File: src/rtl/ks_pkg.sv
// Shared types and elaboration helpers for the pipelined Kogge-Stone adder.
package ks_pkg;

   localparam int MAX_WIDTH = 64;

   typedef struct packed {
      logic g;
      logic p;
   } gp_t;

   function automatic int clog2(input int n);
      int r = 0;
      for (int i = 0; i < MAX_WIDTH; i++)
         if ((1 << r) < n) r++;
      return r;
   endfunction

   // Prefix level (1-based) after which register cut j sits.
   function automatic int cut_level(input int j, input int levels, input int pipe);
      return (j * levels + pipe) / (pipe + 1);
   endfunction

   // Cut number that follows level l, or 0 when level l is not registered.
   function automatic int cut_index(input int l, input int levels, input int pipe);
      int r = 0;
      for (int j = 1; j <= pipe; j++)
         if (cut_level(j, levels, pipe) == l) r = j;
      return r;
   endfunction

endpackage

File: src/rtl/ks_adder_pipe_sum_cell.sv
// Final per-bit cell: resolves the group carry against c0 and forms the sum bit.
module ks_sum_cell (
   input  logic g,
   input  logic p_grp,
   input  logic c0,
   input  logic p_bit,
   input  logic c_prev,
   output logic c,
   output logic sum
);

   assign c   = g | (p_grp & c0);
   assign sum = p_bit ^ c_prev;

endmodule

File: src/rtl/ks_adder_pipe.sv
// Pipelined Kogge-Stone add/subtract with valid/ready on both sides and
// PIPE register cuts spread evenly through the prefix tree.
module ks_adder_pipe
   import ks_pkg::*;
#(
   parameter int WIDTH = 32,
   parameter int PIPE  = 1
) (
   input  logic             clk,
   input  logic             rst,
   input  logic             in_valid,
   output logic             in_ready,
   input  logic [WIDTH-1:0] in_a,
   input  logic [WIDTH-1:0] in_b,
   input  logic             in_cin,
   input  logic             in_sub,
   output logic             out_valid,
   input  logic             out_ready,
   output logic [WIDTH-1:0] out_sum,
   output logic             out_cout,
   output logic             out_ovf
);

   localparam int LEVELS = clog2(WIDTH);
   localparam int NST    = PIPE + 1;

   typedef struct packed {
      logic [WIDTH-1:0] p;
      logic             c0;
      logic             a_msb;
      logic             bi_msb;
   } side_t;

   logic [NST:1]   v;
   logic [NST:0]   vld_pipe;
   logic [NST+1:1] ld;
   logic [WIDTH-1:0] bi;

   assign vld_pipe = {v, in_valid};
   assign bi       = in_sub ? ~in_b : in_b;

   // Ready chain: a stage loads when empty or when its successor loads.
   always_comb begin
      ld = '0;
      ld[NST+1] = out_ready;
      for (int s = NST; s >= 1; s--)
         ld[s] = ~v[s] | ld[s+1];
   end

   assign in_ready  = ld[1];
   assign out_valid = v[NST];

   always_ff @(posedge clk or posedge rst) begin
      if (rst) v <= '0;
      else
         for (int s = 1; s <= NST; s++)
            if (ld[s]) v[s] <= vld_pipe[s-1];
   end

   for (genvar l = 0; l <= LEVELS; l++) begin : g_lvl
      gp_t [WIDTH-1:0] gp;
      side_t           sd;
      if (l == 0) begin : g_in
         for (genvar i = 0; i < WIDTH; i++) begin : g_bit
            assign gp[i] = '{g: in_a[i] & bi[i], p: in_a[i] ^ bi[i]};
         end
         assign sd = '{p: in_a ^ bi, c0: in_sub | in_cin,
                       a_msb: in_a[WIDTH-1], bi_msb: bi[WIDTH-1]};
      end else begin : g_pre
         localparam int SPAN = 1 << (l - 1);
         localparam int CI   = cut_index(l, LEVELS, PIPE);
         gp_t [WIDTH-1:0] nxt;
         for (genvar i = 0; i < WIDTH; i++) begin : g_bit
            if (i >= SPAN) begin : g_op
               assign nxt[i] = '{g: g_lvl[l-1].gp[i].g | (g_lvl[l-1].gp[i].p & g_lvl[l-1].gp[i-SPAN].g),
                                 p: g_lvl[l-1].gp[i].p & g_lvl[l-1].gp[i-SPAN].p};
            end else begin : g_pass
               assign nxt[i] = g_lvl[l-1].gp[i];
            end
         end
         if (CI == 0) begin : g_comb
            assign gp = nxt;
            assign sd = g_lvl[l-1].sd;
         end else begin : g_cut
            // Data only moves with a real beat, so a stalled cut keeps its contents.
            always_ff @(posedge clk or posedge rst) begin
               if (rst) begin
                  gp <= '0;
                  sd <= '0;
               end else if (ld[CI] & vld_pipe[CI-1]) begin
                  gp <= nxt;
                  sd <= g_lvl[l-1].sd;
               end
            end
         end
      end
   end

   gp_t [WIDTH-1:0]  fin;
   side_t            fsd;
   logic [WIDTH-1:0] carry;
   logic [WIDTH-1:0] sum;
   logic             ovf;

   assign fin = g_lvl[LEVELS].gp;
   assign fsd = g_lvl[LEVELS].sd;

   for (genvar i = 0; i < WIDTH; i++) begin : g_sum
      logic c_prev;
      if (i == 0) begin : g_lsb
         assign c_prev = fsd.c0;
      end else begin : g_up
         assign c_prev = carry[i-1];
      end
      ks_sum_cell u_cell (
         .g      (fin[i].g),
         .p_grp  (fin[i].p),
         .c0     (fsd.c0),
         .p_bit  (fsd.p[i]),
         .c_prev (c_prev),
         .c      (carry[i]),
         .sum    (sum[i])
      );
   end

   assign ovf = (fsd.a_msb == fsd.bi_msb) & (sum[WIDTH-1] != fsd.a_msb);

   always_ff @(posedge clk or posedge rst) begin
      if (rst) begin
         out_sum  <= '0;
         out_cout <= 1'b0;
         out_ovf  <= 1'b0;
      end else if (ld[NST] & vld_pipe[NST-1]) begin
         out_sum  <= sum;
         out_cout <= carry[WIDTH-1];
         out_ovf  <= ovf;
      end
   end

endmodule

File: config.mk
export PLATFORM = sky130hd
export DESIGN_NAME = ks_adder_pipe
export DESIGN_NICKNAME = d
export VERILOG_FILES = /design/src/rtl/ks_pkg.sv /design/src/rtl/ks_adder_pipe_sum_cell.sv /design/src/rtl/ks_adder_pipe.sv
export SDC_FILE = /design/constraint.sdc
export NUM_CORES = 1
export LEC_CHECK = 0
export CORE_ASPECT_RATIO = 1.5
export CORE_MARGIN = 5
export CORE_UTILIZATION = 60
export CTS_CLUSTER_SIZE = 24
export DETAILED_ROUTE_END_ITERATION = 10
export PLACE_DENSITY_LB_ADDON = 0.2
export SETUP_SLACK_MARGIN = 0.05
export SLEW_MARGIN = 20
export SYNTH_ARGS = -nofsm -noshare
export SYNTH_HDL_FRONTEND = slang
export SYNTH_SLANG_ARGS = --single-unit
File: constraint.sdc
create_clock -name clk -period 7 [get_ports clk]
set_clock_uncertainty 0.05 [all_clocks]
set_input_delay 1.05 -clock clk [delete_from_list [all_inputs] [get_ports clk]]
set_output_delay 1.05 -clock clk [all_outputs]
set_load 0.03 [all_outputs]
Word-level counts from Yosys, hierarchy flattened --
Cells that the tools add are included. W data, S select, Z words.
Storage, ports and cells: bits in writable memories 0, bits of input ports 70, output and inout port bits 36, memories kept 0, word-level logic and storage cells 633, ROM bits 0, bits in registers 135, bits in latches 0
Cells by class: order comparisons 0, mux-type cells 1, bitwise operators 557, equality and inequality tests 2, reduce and logical (&&, ||, !) cells 0, divide/modulo/power cells 0, shift-type cells 0, multiply operators 0, add/sub/neg operators 0
Operators with widths (number):
- $and A1 B1 Y1 | 325
- $or A1 B1 Y1 | 164
- $xor A1 B1 Y1 | 64
- $mux W32 | 1
- $not A32 Y32 | 1
- $xor A32 B32 Y32 | 1
- $not A1 Y1 | 2
- $eq A1 B1 Y1 | 1
- $ne A1 B1 Y1 | 1

Longest topological paths before layout --
word-level depth 9, mapped depth 10, depth with buffers taken out 7

Modules after synthesis --
From an unflattened synthesis, not the netlist that was laid out.
Second synthesis, totals: cell total of the unflattened synthesis 814, area, all modules 7539.7 µm²
By module, submodules not included:
- ks_adder_pipe | cells each 750, seq. area each 3353.2 µm², area an instance 7019.2 µm², times used 1
- ks_sum_cell | cells each 2, seq. area each 0.0 µm², area an instance 16.3 µm², times used 32

Worst setup path before layout --
Ideal clock, no wire load.
kind input port to flip-flop, start input in_sub, end register g_lvl[3].gp[49] in the netlist's numbering, required time 6.825 ns, data arrival time 2.869 ns, setup slack 3.956 ns, buffers on the path 3, library setup time 0.125 ns, cell stages on the path 10, cells stage by stage clkbuf_1 > buf_2 > xor2_1 > ha_1 > clkbuf_1 > a21o_1 > a21o_1 > a21oi_1 > o21ai_1 > mux2_2
RTL lines:
- from (decl) | line ks_adder_pipe.sv:16 | input logic in_sub,
- to (signal assigned) | line ks_adder_pipe.sv:91 | gp <= nxt;
- to (decl) | line ks_adder_pipe.sv:61 | gp_t [WIDTH-1:0] gp;

Worst setup path in the final report --
start input out_ready, end output in_ready
On the way: cells in the longest elaborated chain, start to end 2
RTL lines:
- from (decl) | line ks_adder_pipe.sv:18 | input logic out_ready,
- $or A1 B1 Y1 (2 in a row) | line ks_adder_pipe.sv:47 | ld[s] = ~v[s] | ld[s+1];
- to (decl) | line ks_adder_pipe.sv:12 | output logic in_ready,
Every way passes these cells.

==> results.md <==
* Die W at between 100 and 150 um
* Detailed Place HPWL at 14.78 mm
* CTS tree: yes
* Yosys reg bits at around 130
* FP Rows at 50
* CP max stage cell: clkdlybuf4s50_1
* IO buf count at approximately 110
* Slew Limit Headroom at approximately 40%
* Synth Instances at 802
* Post-CTS Setup Inserts at 0
* Placed Cells at ~1000
* Skew-Pair Late Insertion Delay at approximately 410 ps
* Global route total overflow at 0
* Total Wirelength at 19.68 mm
* # resized after CTS at 0
* Max-slew violation count at 0
* Top Ports at 106
* Max Freq at ~280 MHz
* Crit path from: out_ready
* WP buf/inv at 2
* Leak Pwr at 0.004245 uW
* Antenna-violating nets left at 0
* Final cell count without fillers at between 1000 and 1500
* WP data required at 5900 ps
* Final Setup Violations at 0
* Pin count of the biggest net entering global routing at 86
* Placeable core region at 0.01239 mm2
* Die Area at around 0.015 mm2
* Area Growth Syn to Fin at 21.95%
* Initial Utilization at 60.41%
* Pre-CTS setup slack at about 3400 ps
* Syn_area_per_cell at ~9.3 um2
* Final GP Congestion at 0.9549
* Hold Crit Class: reg -> reg
* All-Layer GR Usage at 27.46%
* CTS Hold Bufs at 0
* Share of layout cells above drive strength 1 at between 7 and 8%
* Initial antenna violation count at 0
* Status: completed
* Yosys cell types at 45
* Synth Flop Type: dfrtp_1
* Critical path arrival at ~2500 ps
* N_diodes at 0
* CP max FO at 4
* Post-synth ARST share at 100.0%
* Min cycle time layout at 3567 ps
* Detailed Route Iter0 Violations at 365
* Sequential area share after synthesis at between 40 and 50%
* Net count, final at approximately 980
* Net Count, Synth at 905
* Root Driver: clkbuf_16
* Total power draw at approximately 2900 uW
* First-pass GRT wire length at roughly 32 mm
* Critical path's largest stage delay at about 690 ps
* Clk sink count at between 100 and 150
* H-tree levels at 4
* Vias in the first global route at between 6000 and 7000
* Vias at about 6300
* Detailed Routing Iterations Pass 1 at 5
* Worst VDD drop at 0.2501 mV
* CP cell instances: clkdlybuf4s50_1, nand3b_4, clkdlybuf4s50_1
* Via/cell ratio at between 6 and 7
* Worst slew pin tran at around 900 ps
* Final Cycle Share at approximately half
* Post-synth EDFFs at 0
* Hold wc startpoint: out_sum[5]$_DFFE_PP0P_
* Die height at 146.8 um
* Clock slew at reported path FFs at approximately 50 ps
* Crit-path leading delay family: buffers and inverters
* Startpoint Class: input pin
* TritonCTS Buffers at 17
* Most used cell, CP: clkdlybuf4s50_1
* CTS Buffer Depth at 2
* # DRC at 0
* Final TNS setup at 0 ps
* Power Density at 318.4 mW/mm2
* Final worst slack at 3433 ps
* Final hold viol count at 0
* Max-cap violations at 0
* Post-synthesis cell area at approximately 0.0075 mm2
* Beginning of the worst register-to-register path: v[1]$_DFFE_PP0N_
* Crit Path Class: in -> out
* YS warnings at 0
* Drt wl/cell at ~19 um
* Filler instances at 917
* Setup crit end kind: primary output
* Unrepaired setup endpoints after global routing: false
[cell usage in the layout, fill, tap and decap left out, types with 4 or more instances in the layout]
cell type / instances
nor3b_1: 14
o21ai_0: 53
o31ai_1: 16
xnor2_1: 16
a211oi_1: 10
nand4_1: 23
dfrtp_1: 134
clkinv_2: 5
clkdlybuf4s50_1: 104
a21oi_1: 36
nor2_1: 8
or4b_1: 6
mux2_2: 4
ha_1: 33
a21o_1: 43
a21o_4: 11
nand3_1: 16
clkbuf_16: 17
xor2_1: 40
nand2_1: 190
o21ai_1: 11
o21a_1: 13
o211ai_1: 10
nor4b_1: 6
clkbuf_8: 4
inv_1: 13
o21bai_1: 11
buf_4: 4
a21oi_2: 7
[cell type report]
| cell class | count | area [um2] | area share (%) |
|---|---|---|---|
| multi-input combinational | 598 | 3830 | 41.97 |
| timing repair buffer | 109 | 1076 | 11.79 |
| inverter | 15 | 61.31 | 0.6718 |
| tap | 156 | 195.2 | 2.139 |
| clock buffer | 23 | 488.0 | 5.347 |
| sequential | 134 | 3353 | 36.74 |
| clock inverter | 9 | 122.6 | 1.344 |
[logic make-up (layout without fill, tap and decap cells)]
group / count (synthesis) / count (layout) / share of synthesized area [%]
DFF: 134 / 134 / 44.81
adders and majority gates: 33 / 33 / 5.518
muxes: 4 / 4 / 0.6019
buffers and inverters: 70 / 156 / 4.163
xor gates and xnor gates: 56 / 56 / 6.554
and+or+nand+nor: 275 / 275 / 16.99
AOI/OAI and AO/OA: 230 / 230 / 21.37
[synthesized netlist by cell type, types with 2 or more instances]
library cell  number  area (um2)
a211oi_1          10       75.07
a21o_1            43       322.8
a21o_4            11       165.2
a21oi_1           36       180.2
a21oi_2            7       61.31
a31oi_1            2       12.51
and3_1             3       18.77
buf_2             27       135.1
buf_4              2       15.01
clkbuf_1          25       93.84
dfrtp_1          134        3353
ha_1              33       412.9
inv_1             14       52.55
mux2_2             4       45.04
nand2_1          191       716.9
nand3_1           16       80.08
nand4_1           23       143.9
nor2_1             8       30.03
nor3_1             2       10.01
nor3b_1           14       105.1
nor4b_1            6       52.55
o211ai_1          10       75.07
o21a_1            13       97.59
o21ai_0           53       265.3
o21ai_1           11       55.05
o21bai_1          11       82.58
o31ai_1           16       120.1
or4b_1             6       60.06
xnor2_1           16       140.1
xor2_1            40       350.3
[tightest hold or removal path, stage by stage, from the launching register on]
cell and delay (ps):
dfrtp_1 340, nand2_1 40, o21ai_0 60
[state kept, by name, indices dropped and copies added (netlist names)]
register      count
g_lvl.gp         48
out_cout          1
g_sum.c_prev      1
v                 2
fsd              34
fin              15
out_sum          32
out_ovf           1
[final timing paths]
path                       slack (ps)  cells after the start                           to
setup / recovery                 3430                      3                     in_ready
hold / removal                    430                      2       out_sum[5]$_DFFE_PP0P_
setup reg to reg                 4600                      6  g_lvl[3].gp[57]$_DFFE_PP0P_
hold reg to reg                   430                      2       out_sum[5]$_DFFE_PP0P_
max in group asynchronous        4620                      3  g_lvl[3].gp[18]$_DFFE_PP0P_
min in group asynchronous        1110                      2          fin[12]$_DFFE_PP0P_
[layer usage]
metal  vias to the layer above  GRT usage, %  share of wire [%]
li1                       2950             -                  -
met1                      3006         28.37                 33
met2                       265         49.87                 55
met3                        87         4.276                4.6
met4                         0         17.70                7.2
met5                         -             0                  0
[power breakdown]
group / total (uW) / switching (uW) / internal [uW]
sequential: 1050 / 119 / 931
combinational: 940 / 548 / 392
clock: 916 / 321 / 595
[per-stage QoR]
stage / util (%) / cell area, um2 / hold WS, ps
2_1_floorplan: - / 7483 / 399.3
3_3_place_gp: 68.73 / 8513 / 409.7
3_5_place_dp: 68.73 / 8513 / 420.3
4_1_cts: 73.66 / 9124 / 432.0
5_1_grt: 73.68 / 9126 / 453.7
6_report: 73.68 / 9126 / 425.2
Power figures use the tool's default switching activity.
